**src/rtl/fetch_pkg.sv**
```systemverilog
// Shared definitions for the instruction-fetch sequencer: FSM states,
// the terminating opcode, algorithm indices and the opcode field position.
package fetch_pkg;

    typedef enum logic [2:0] {
        ST_IDLE  = 3'd0,
        ST_LOAD  = 3'd1,
        ST_FILL  = 3'd2,
        ST_RUN   = 3'd3,
        ST_DRAIN = 3'd4,
        ST_NEXT  = 3'd5,
        ST_DONE  = 3'd6
    } fetch_state_e;

    // Opcode that terminates an algorithm in instruction ROM.
    localparam logic [3:0] OPCODE_END = 4'hF;

    // Opcode field inside the 14-bit instruction word.
    localparam int OPC_MSB = 13;
    localparam int OPC_LSB = 10;

    // Algorithm indices as presented on alg_sel / sel_dir.
    localparam logic [2:0] ALG_ENC_XOR = 3'd0;
    localparam logic [2:0] ALG_ENC_ROT = 3'd1;
    localparam logic [2:0] ALG_ENC_SUB = 3'd2;
    localparam logic [2:0] ALG_ENC_ADD = 3'd3;
    localparam logic [2:0] ALG_DEC_XOR = 3'd4;
    localparam logic [2:0] ALG_DEC_ROT = 3'd5;
    localparam logic [2:0] ALG_DEC_SUB = 3'd6;
    localparam logic [2:0] ALG_DEC_ADD = 3'd7;

    // Extract the opcode field from an instruction word.
    function automatic logic [3:0] opcode_of(input logic [13:0] instr);
        return instr[OPC_MSB:OPC_LSB];
    endfunction

endpackage

```
**src/rtl/if_fetch_sequencer.sv**
```systemverilog
// Instruction-fetch control FSM: loads the algorithm base address, lets the
// ROM latency elapse, issues instructions until END, drains the pipeline and
// repeats once per data block before reporting done.
module if_fetch_sequencer
    import fetch_pkg::*;
#(
    parameter int DRAIN_CYCLES = 4,
    parameter int BLK_W        = 8,
    parameter int MAX_INSTR    = 63
) (
    input  logic             clk,
    input  logic             rst_n,
    input  logic             start,
    input  logic [2:0]       alg_sel,
    input  logic [BLK_W-1:0] num_blocks,
    input  logic             abort,
    input  logic             stall,
    input  logic [13:0]      instruccion,
    output logic [2:0]       sel_dir,
    output logic             sel_pc,
    output logic             pc_en,
    output logic             instr_valid,
    output logic             busy,
    output logic             done,
    output logic             err,
    output logic [BLK_W-1:0] blk_idx
);

    localparam int ICNT_W = $clog2(MAX_INSTR + 1);
    localparam int DCNT_W = $clog2(DRAIN_CYCLES + 1);

    fetch_state_e      state_q, state_d;
    logic [2:0]        alg_q, alg_d;
    logic [BLK_W-1:0]  nblk_q, nblk_d;
    logic [BLK_W-1:0]  blk_idx_q, blk_idx_d;
    logic [ICNT_W-1:0] icnt_q, icnt_d;
    logic [DCNT_W-1:0] dcnt_q, dcnt_d;
    logic [2:0]        sel_dir_q, sel_dir_d;
    logic              busy_q, busy_d;
    logic              done_q, done_d;
    logic              err_q, err_d;
    logic              is_end;

    assign is_end = (opcode_of(instruccion) == OPCODE_END);

    // Next-state, counter and combinational fetch-control decode.
    always_comb begin
        state_d     = state_q;
        alg_d       = alg_q;
        nblk_d      = nblk_q;
        blk_idx_d   = blk_idx_q;
        icnt_d      = icnt_q;
        dcnt_d      = dcnt_q;
        err_d       = err_q;
        sel_pc      = 1'b0;
        pc_en       = 1'b0;
        instr_valid = 1'b0;

        case (state_q)
            ST_IDLE: begin
                if (start) begin
                    alg_d     = alg_sel;
                    nblk_d    = num_blocks;
                    err_d     = 1'b0;
                    blk_idx_d = '0;
                    state_d   = (num_blocks == '0) ? ST_DONE : ST_LOAD;
                end
            end
            ST_LOAD: begin
                sel_pc  = 1'b1;
                pc_en   = 1'b1;
                icnt_d  = '0;
                state_d = ST_FILL;
            end
            ST_FILL: begin
                // PC advances only once the ROM has captured the base address.
                pc_en = !stall;
                if (!stall) begin
                    state_d = ST_RUN;
                end
            end
            ST_RUN: begin
                // A stalled END is not acted on; it is re-evaluated next cycle.
                if (!stall) begin
                    if (is_end) begin
                        dcnt_d  = DCNT_W'(DRAIN_CYCLES);
                        state_d = ST_DRAIN;
                    end else begin
                        pc_en       = 1'b1;
                        instr_valid = 1'b1;
                        icnt_d      = icnt_q + 1'b1;
                        if (icnt_d == ICNT_W'(MAX_INSTR)) begin
                            err_d   = 1'b1;
                            state_d = ST_IDLE;
                        end
                    end
                end
            end
            ST_DRAIN: begin
                dcnt_d = dcnt_q - 1'b1;
                if (dcnt_d == '0) begin
                    state_d = ST_NEXT;
                end
            end
            ST_NEXT: begin
                blk_idx_d = blk_idx_q + 1'b1;
                state_d   = (blk_idx_d == nblk_q) ? ST_DONE : ST_LOAD;
            end
            ST_DONE: begin
                state_d = ST_IDLE;
            end
            default: begin
                state_d = ST_IDLE;
            end
        endcase

        // Abort overrides every transition; block index is kept for debug.
        if (abort) begin
            state_d     = ST_IDLE;
            alg_d       = alg_q;
            nblk_d      = nblk_q;
            blk_idx_d   = blk_idx_q;
            err_d       = err_q;
            sel_pc      = 1'b0;
            pc_en       = 1'b0;
            instr_valid = 1'b0;
        end

        sel_dir_d = (state_d != ST_IDLE) ? alg_d : 3'd0;
        busy_d    = (state_d != ST_IDLE);
        done_d    = (state_d == ST_DONE);
    end

    // State, counters and registered status outputs.
    always_ff @(posedge clk or negedge rst_n) begin
        if (!rst_n) begin
            state_q   <= ST_IDLE;
            alg_q     <= '0;
            nblk_q    <= '0;
            blk_idx_q <= '0;
            icnt_q    <= '0;
            dcnt_q    <= '0;
            sel_dir_q <= '0;
            busy_q    <= 1'b0;
            done_q    <= 1'b0;
            err_q     <= 1'b0;
        end else begin
            state_q   <= state_d;
            alg_q     <= alg_d;
            nblk_q    <= nblk_d;
            blk_idx_q <= blk_idx_d;
            icnt_q    <= icnt_d;
            dcnt_q    <= dcnt_d;
            sel_dir_q <= sel_dir_d;
            busy_q    <= busy_d;
            done_q    <= done_d;
            err_q     <= err_d;
        end
    end

    assign sel_dir = sel_dir_q;
    assign busy    = busy_q;
    assign done    = done_q;
    assign err     = err_q;
    assign blk_idx = blk_idx_q;

endmodule

```
**config.mk**
```make
export PLATFORM = sky130hd
export DESIGN_NAME = if_fetch_sequencer
export DESIGN_NICKNAME = d
export VERILOG_FILES = /design/src/rtl/fetch_pkg.sv /design/src/rtl/if_fetch_sequencer.sv
export SDC_FILE = /design/constraint.sdc
export NUM_CORES = 1
export LEC_CHECK = 0
export ABC_AREA = 1
export CAP_MARGIN = 40
export CORE_ASPECT_RATIO = 0.5
export CORE_MARGIN = 2
export CORE_UTILIZATION = 50
export DETAILED_ROUTE_END_ITERATION = 8
export PLACE_DENSITY = 0.79
export SLEW_MARGIN = 0
export SYNTH_ARGS = -nofsm -noshare
export SYNTH_HDL_FRONTEND = slang
export SYNTH_SLANG_ARGS = --single-unit
```
**constraint.sdc**
```tcl
create_clock -name clk -period 2.1 [get_ports clk]
set_input_delay 0.42 -clock clk [delete_from_list [all_inputs] [get_ports clk]]
set_output_delay 0.42 -clock clk [all_outputs]
set_load 0.02 [all_outputs]
```
# Yosys cells after proc, flatten, opt, wreduce, memory -nomap -nowiden
# Index checks and enable logic that the tools add are counted.
# totals
register_bits	37
input_bits	30
output_inout_bits	17
wordCells	77
# op_classes
n_bitwise	1
n_addsub	3
n_reduce_logical	14
mux	35
eq_ne	14
# op_table
op	n
$mux W3	15
$pmux W3 S6	1
$pmux W8 S2	1
$mux W6	2
$pmux W6 S2	1
$reduce_and A3 Y1	4
$mux W1	11
$ne A2 B2 Y1 const B	5
$eq A3 B3 Y1 const B	3
$add A8 B1 Y8 const B	1
$eq A8 B8 Y1	1
$logic_not A8 Y1	1
$mux W8	1
$reduce_bool A2 Y1	4
$add A6 B1 Y6 const B	1
$eq A3 B2 Y1 const B	2
$eq A6 B6 Y1 const B	1
$logic_not A3 Y1	2
$pmux W3 S2	1
$reduce_and A6 Y1	1
$eq A4 B4 Y1 const B	1
$eq A3 B1 Y1 const B	1
$pmux W1 S3	1
$reduce_bool A3 Y1	1
4 further kinds	4

# Logic depth before layout (Yosys ltp)
# depth
ltp_word	9
mapped_depth	15
depth_no_buf	15

# Least setup slack after synthesis
# No wires, ideal clock.
# synth_timing
path_kind	reg-to-reg
start	reg blk_idx_q[0] (netlist: blk_idx[0])
end	reg sel_dir_q[0] (netlist: sel_dir[0])
synth_period_minus_slack_ns	1.946
t_required_ns	1.975
path_stages_with_launch	15
path_buffers	0
slack_ns	0.154
setup_time_ns	0.125
t_arrival_ns	1.820
cell_sequence	dfrtp_1 -> ha_1 -> nand2_2 -> nor2_2 -> nand3_1 -> nand3_1 -> nand2_1 -> nor2_2 -> nand3_2 -> nand2_1 -> nand2_1 -> nand2_1 -> nand2_1 -> nor2_2 -> nor2_1
# synth_via
elab_chain_len	7
# synth_rtl
element	line_no	rtl
start: declaration	if_fetch_sequencer.sv:35	logic [BLK_W-1:0] blk_idx_q, blk_idx_d;
start signal: assignment	if_fetch_sequencer.sv:151	blk_idx_q <= blk_idx_d;
$add A8 B1 Y8	if_fetch_sequencer.sv:106	blk_idx_d = blk_idx_q + 1'b1;
$eq A8 B8 Y1	if_fetch_sequencer.sv:107	state_d = (blk_idx_d == nblk_q) ? ST_DONE : ST_LOAD;
$mux W3	if_fetch_sequencer.sv:107	
$pmux W3 S6	if_fetch_sequencer.sv:59	case (state_q)
$mux W3	if_fetch_sequencer.sv:118	if (abort) begin
$reduce_bool A3 Y1	if_fetch_sequencer.sv:129	sel_dir_d = (state_d != ST_IDLE) ? alg_d : 3'd0;
$mux W3	if_fetch_sequencer.sv:129	
named net sel_dir_d[0]	if_fetch_sequencer.sv:38	logic [2:0] sel_dir_q, sel_dir_d;
end signal: assignment	if_fetch_sequencer.sv:154	sel_dir_q <= sel_dir_d;
end: declaration	if_fetch_sequencer.sv:38	
# The timed path passes the listed nets, and every way through them passes these cells.
# A chain may end at the register's enable or synchronous reset.

# Final worst setup path
# layout_timing
start	reg state_q[1]
end	out pc_en
# layout_via
elab_chain_len	3
elab_cells_between_ends	5
cone_classes	eq/ne (3); mux (2)
# layout_rtl
element	line_no	rtl
start: declaration	if_fetch_sequencer.sv:32	fetch_state_e state_q, state_d;
start signal: assignment	if_fetch_sequencer.sv:148	state_q <= state_d;
$eq A3 B2 Y1 / $eq A3 B1 Y1 (equally long branches)	if_fetch_sequencer.sv:59	
$pmux W1 S3 (*)	if_fetch_sequencer.sv:59	
$mux W1 (*)	if_fetch_sequencer.sv:118	
end: declaration	if_fetch_sequencer.sv:21	output logic pc_en,
# Every way passes the cells marked *; elsewhere a longest branch is shown, timed or not.

==> results.sh <==
export IMPL_layout_drive_gt1_share_pct=15.19
export IMPL_cts_buffer_depth=2
export IMPL_crit_required_ps=1680
export IMPL_synth_area_um2=2101
export IMPL_portBuffers=36
export IMPL_cts_root_buf="clkbuf_8"
export IMPL_pin_count=47
export IMPL_num_rows=16
export IMPL_coreArea_um2=3964
export IMPL_synth_most_common_cell="nand2_1"
export IMPL_fin_skew_ps=6.671
export IMPL_synth_edf_count=0
export IMPL_ir_drop_mv=0.4464
export IMPL_grt_pass1_wl_um=8535
export IMPL_track_usage_pct=23.44
export IMPL_drt_iter0_markers=158
export IMPL_grt_pass1_vias=1905
export IMPL_via_per_inst=5.223
export IMPL_setup_ws_ps=116.6
export IMPL_yosysUniqueCellTypes=26
export IMPL_path_delay_family="flip-flops"
export IMPL_placed_area_um2=2633
export IMPL_drtAntennaViolNets=0
export IMPL_setup_viol=0
export IMPL_vias=2105
export IMPL_final_hold_violation_count=0
export IMPL_crit_top_cell="inv_1"
export IMPL_fillers=294
export IMPL_htree_levels=2
export IMPL_clkSlewWorstSetupHoldPaths_ps=80
export IMPL_p_leak_nw=1.393
export IMPL_yosysSeqAreaShare_pct=44.07
export IMPL_cp_num_buf_inv=3
export IMPL_fin_util_pct=70.45
export IMPL_cp_start_kind="register"
export IMPL_drc=0
export IMPL_clock_latency_ps=290
export IMPL_grt_start_max_net_pins=38
export IMPL_cpPeakStageDelay_ps=390
export IMPL_power_density_nw_per_um2=753.8
export IMPL_fp_dieH_um=49.84
export IMPL_path_cells="inv_1 -> nor3_2 -> inv_1 -> nor2_2 -> nand2_1 -> a31oi_1 -> clkbuf_2"
export IMPL_place_congestion=0.7973
export IMPL_finalMaxSlewViolations=0
export IMPL_antenna_found_initial=0
export IMPL_fmax_mhz=504.2
export IMPL_synth_nets=323
export IMPL_period_share_pct=94.45
export IMPL_diodes=0
export IMPL_fp_dieW_um=95.67
export IMPL_dp_cells=391
export IMPL_worst_slew_pin_transition_ps=464.7
export IMPL_grt_ovfl_total=0
export IMPL_pre_cts_ws_ps=-333.2
export IMPL_final_cell_area_um2=2793
export IMPL_start_util_pct=53.00
export IMPL_drt_wl_total_um=5112
export IMPL_instances_no_fill=403
export IMPL_hold_class="reg -> reg"
export IMPL_yosysTopAreaCell="dfrtp_1"
export IMPL_worstPathMaxFanout=3
export IMPL_ys_async_sr_fraction_pct=100.0
export IMPL_cts_tree="built"
export IMPL_yosys_top_cells_area="dfrtp_1, nand2_1, inv_1, nand3_1, nor2_1"
export IMPL_synth_avg_cell_area_um2=7.294
export IMPL_cp_end_kind="output port"
export IMPL_synth_top_area_share_pct=44.07
export IMPL_fin_nets=383
export IMPL_status="completed"
export IMPL_ys_ff_latch=37
export IMPL_die_area_um2=4768
export IMPL_slowest_stage="dfrtp_1"
export IMPL_whs_ps=520.6
export IMPL_wl_per_cell_um=12.68
export IMPL_syn_inst=288
export IMPL_dp_hpwl_um=3859
export IMPL_cts_sinks=37
export IMPL_cap_violations=0
export IMPL_ctsHoldBuffers=0
export IMPL_yosysWarnings=0
export IMPL_totalNegativeSetupSlack_ps=0
export IMPL_cts_made_buffers=5
export IMPL_synthFlopType="dfrtp_1"
export IMPL_yosys_top_cells_count="nand2_1, inv_1, dfrtp_1"
export IMPL_firstDrtPassIters=4
export IMPL_slew_headroom_pct=69.02
export IMPL_arrival_ps=1560
export IMPL_synthToLayoutAreaGrowth_pct=32.94
export IMPL_path_class="reg -> out"
export IMPL_finalCriticalPeriod_ps=1983
export IMPL_power_total_mw=2.105
## state kept, by name, indices dropped and copies added (netlist names)
register and count:
done 1, blk_idx 8, icnt_q 6, dcnt_q 3, alg_q 3, err 1
nblk_q 8, state_q 3, busy 1, sel_dir 3
## timing repair
| action | 4_1_cts | 5_1_grt |
|---|---|---|
| pin swaps | 0 | 2 |
| setup buffers | 0 | 4 |
| resized for setup | 4 | 12 |
| endpoints found under the setup margin | 3 | 7 |
## placed cells by master (no fill, tap or decap)
cell             netlist  layout
o21ai_1                1       1
buf_4                  0      19
clkdlybuf4s50_1        0      33
o21ai_0               21      21
xnor2_1                1       1
inv_1                 52      52
o21bai_1               1       1
ha_1                   5       4
nand2_2                2       2
nor2_2                 7       9
dfrtp_1               37      36
o211ai_1               1       1
nor2_1                30      27
nand2_4                1       1
clkbuf_2               0       2
dlygate4sd2_1          0       1
a21oi_1                2       2
clkinvlp_4             0       1
dfrtp_2                0       1
clkinv_4               0       1
a31oi_1                1       1
nor2_4                 2       3
nand3_2                1       2
o22ai_1                7       7
nor3_2                 0       1
nand2_1               71      71
nand4_1                7       7
nand3_1               25      24
ha_2                   0       1
nor3_1                 5       4
clkbuf_8               0       5
xor2_1                 1       1
bufinv_16              0       1
nand3b_1               1       1
or2_2                  4       4
## worst min-delay path: cells and delay by family (launching register included)
kind / cells / cell delay [ps]
flip-flops: 1 / 380
AND/OR/NAND/NOR: 2 / 110
## kinds of logic after synthesis
| group | synth area share [%] |
|---|---|
| and+or+nand+nor | 33.59 |
| xor gates and xnor gates | 0.8340 |
| buffers and inverters | 9.708 |
| adders and majority gates | 2.978 |
| AOI/OAI and AO/OA | 8.815 |
| DFF | 44.07 |
## where the power goes
group	total [mW]	internal [mW]	switching, mW
clock	0.623	0.355	0.268
sequential	0.904	0.837	0.0673
combinational	0.578	0.251	0.327
total	2.11	1.44	0.662
## per-layer routing
layer	part of all wire [%]	global-route usage [%]	routed length, µm
met5	0	0	0
met4	1.3	7.381	66
met3	6.2	5.352	318
met2	48	38.81	2469
met1	44	30.72	2257
## final cells by class
cell class | instances | area (µm²) | area share (%)
Tap cell | 54 | 67.56 | 2.419
Inverter | 52 | 195.2 | 6.989
Clock inverter | 3 | 46.29 | 1.658
Sequential cell | 37 | 927.1 | 33.20
Clock buffer | 5 | 68.82 | 2.464
Timing Repair Buffer | 55 | 491.7 | 17.61
Multi-Input combinational cell | 197 | 996.0 | 35.66
## final timing paths
path	startpoint	to	slack, ps	cells after the start
worst min-delay path	nblk_q[0]	nblk_q[0]	520	2
worst min register to register	nblk_q[0]	nblk_q[0]	520	2
worst max register to register	blk_idx[0]	sel_dir[1]	140	15
max in group asynchronous	rst_n	icnt_q[0]	1210	2
min in group asynchronous	rst_n	blk_idx[6]	540	2
worst max-delay path	state_q[1]	pc_en	120	7
No activity file was read; power rests on OpenSTA's default activity.
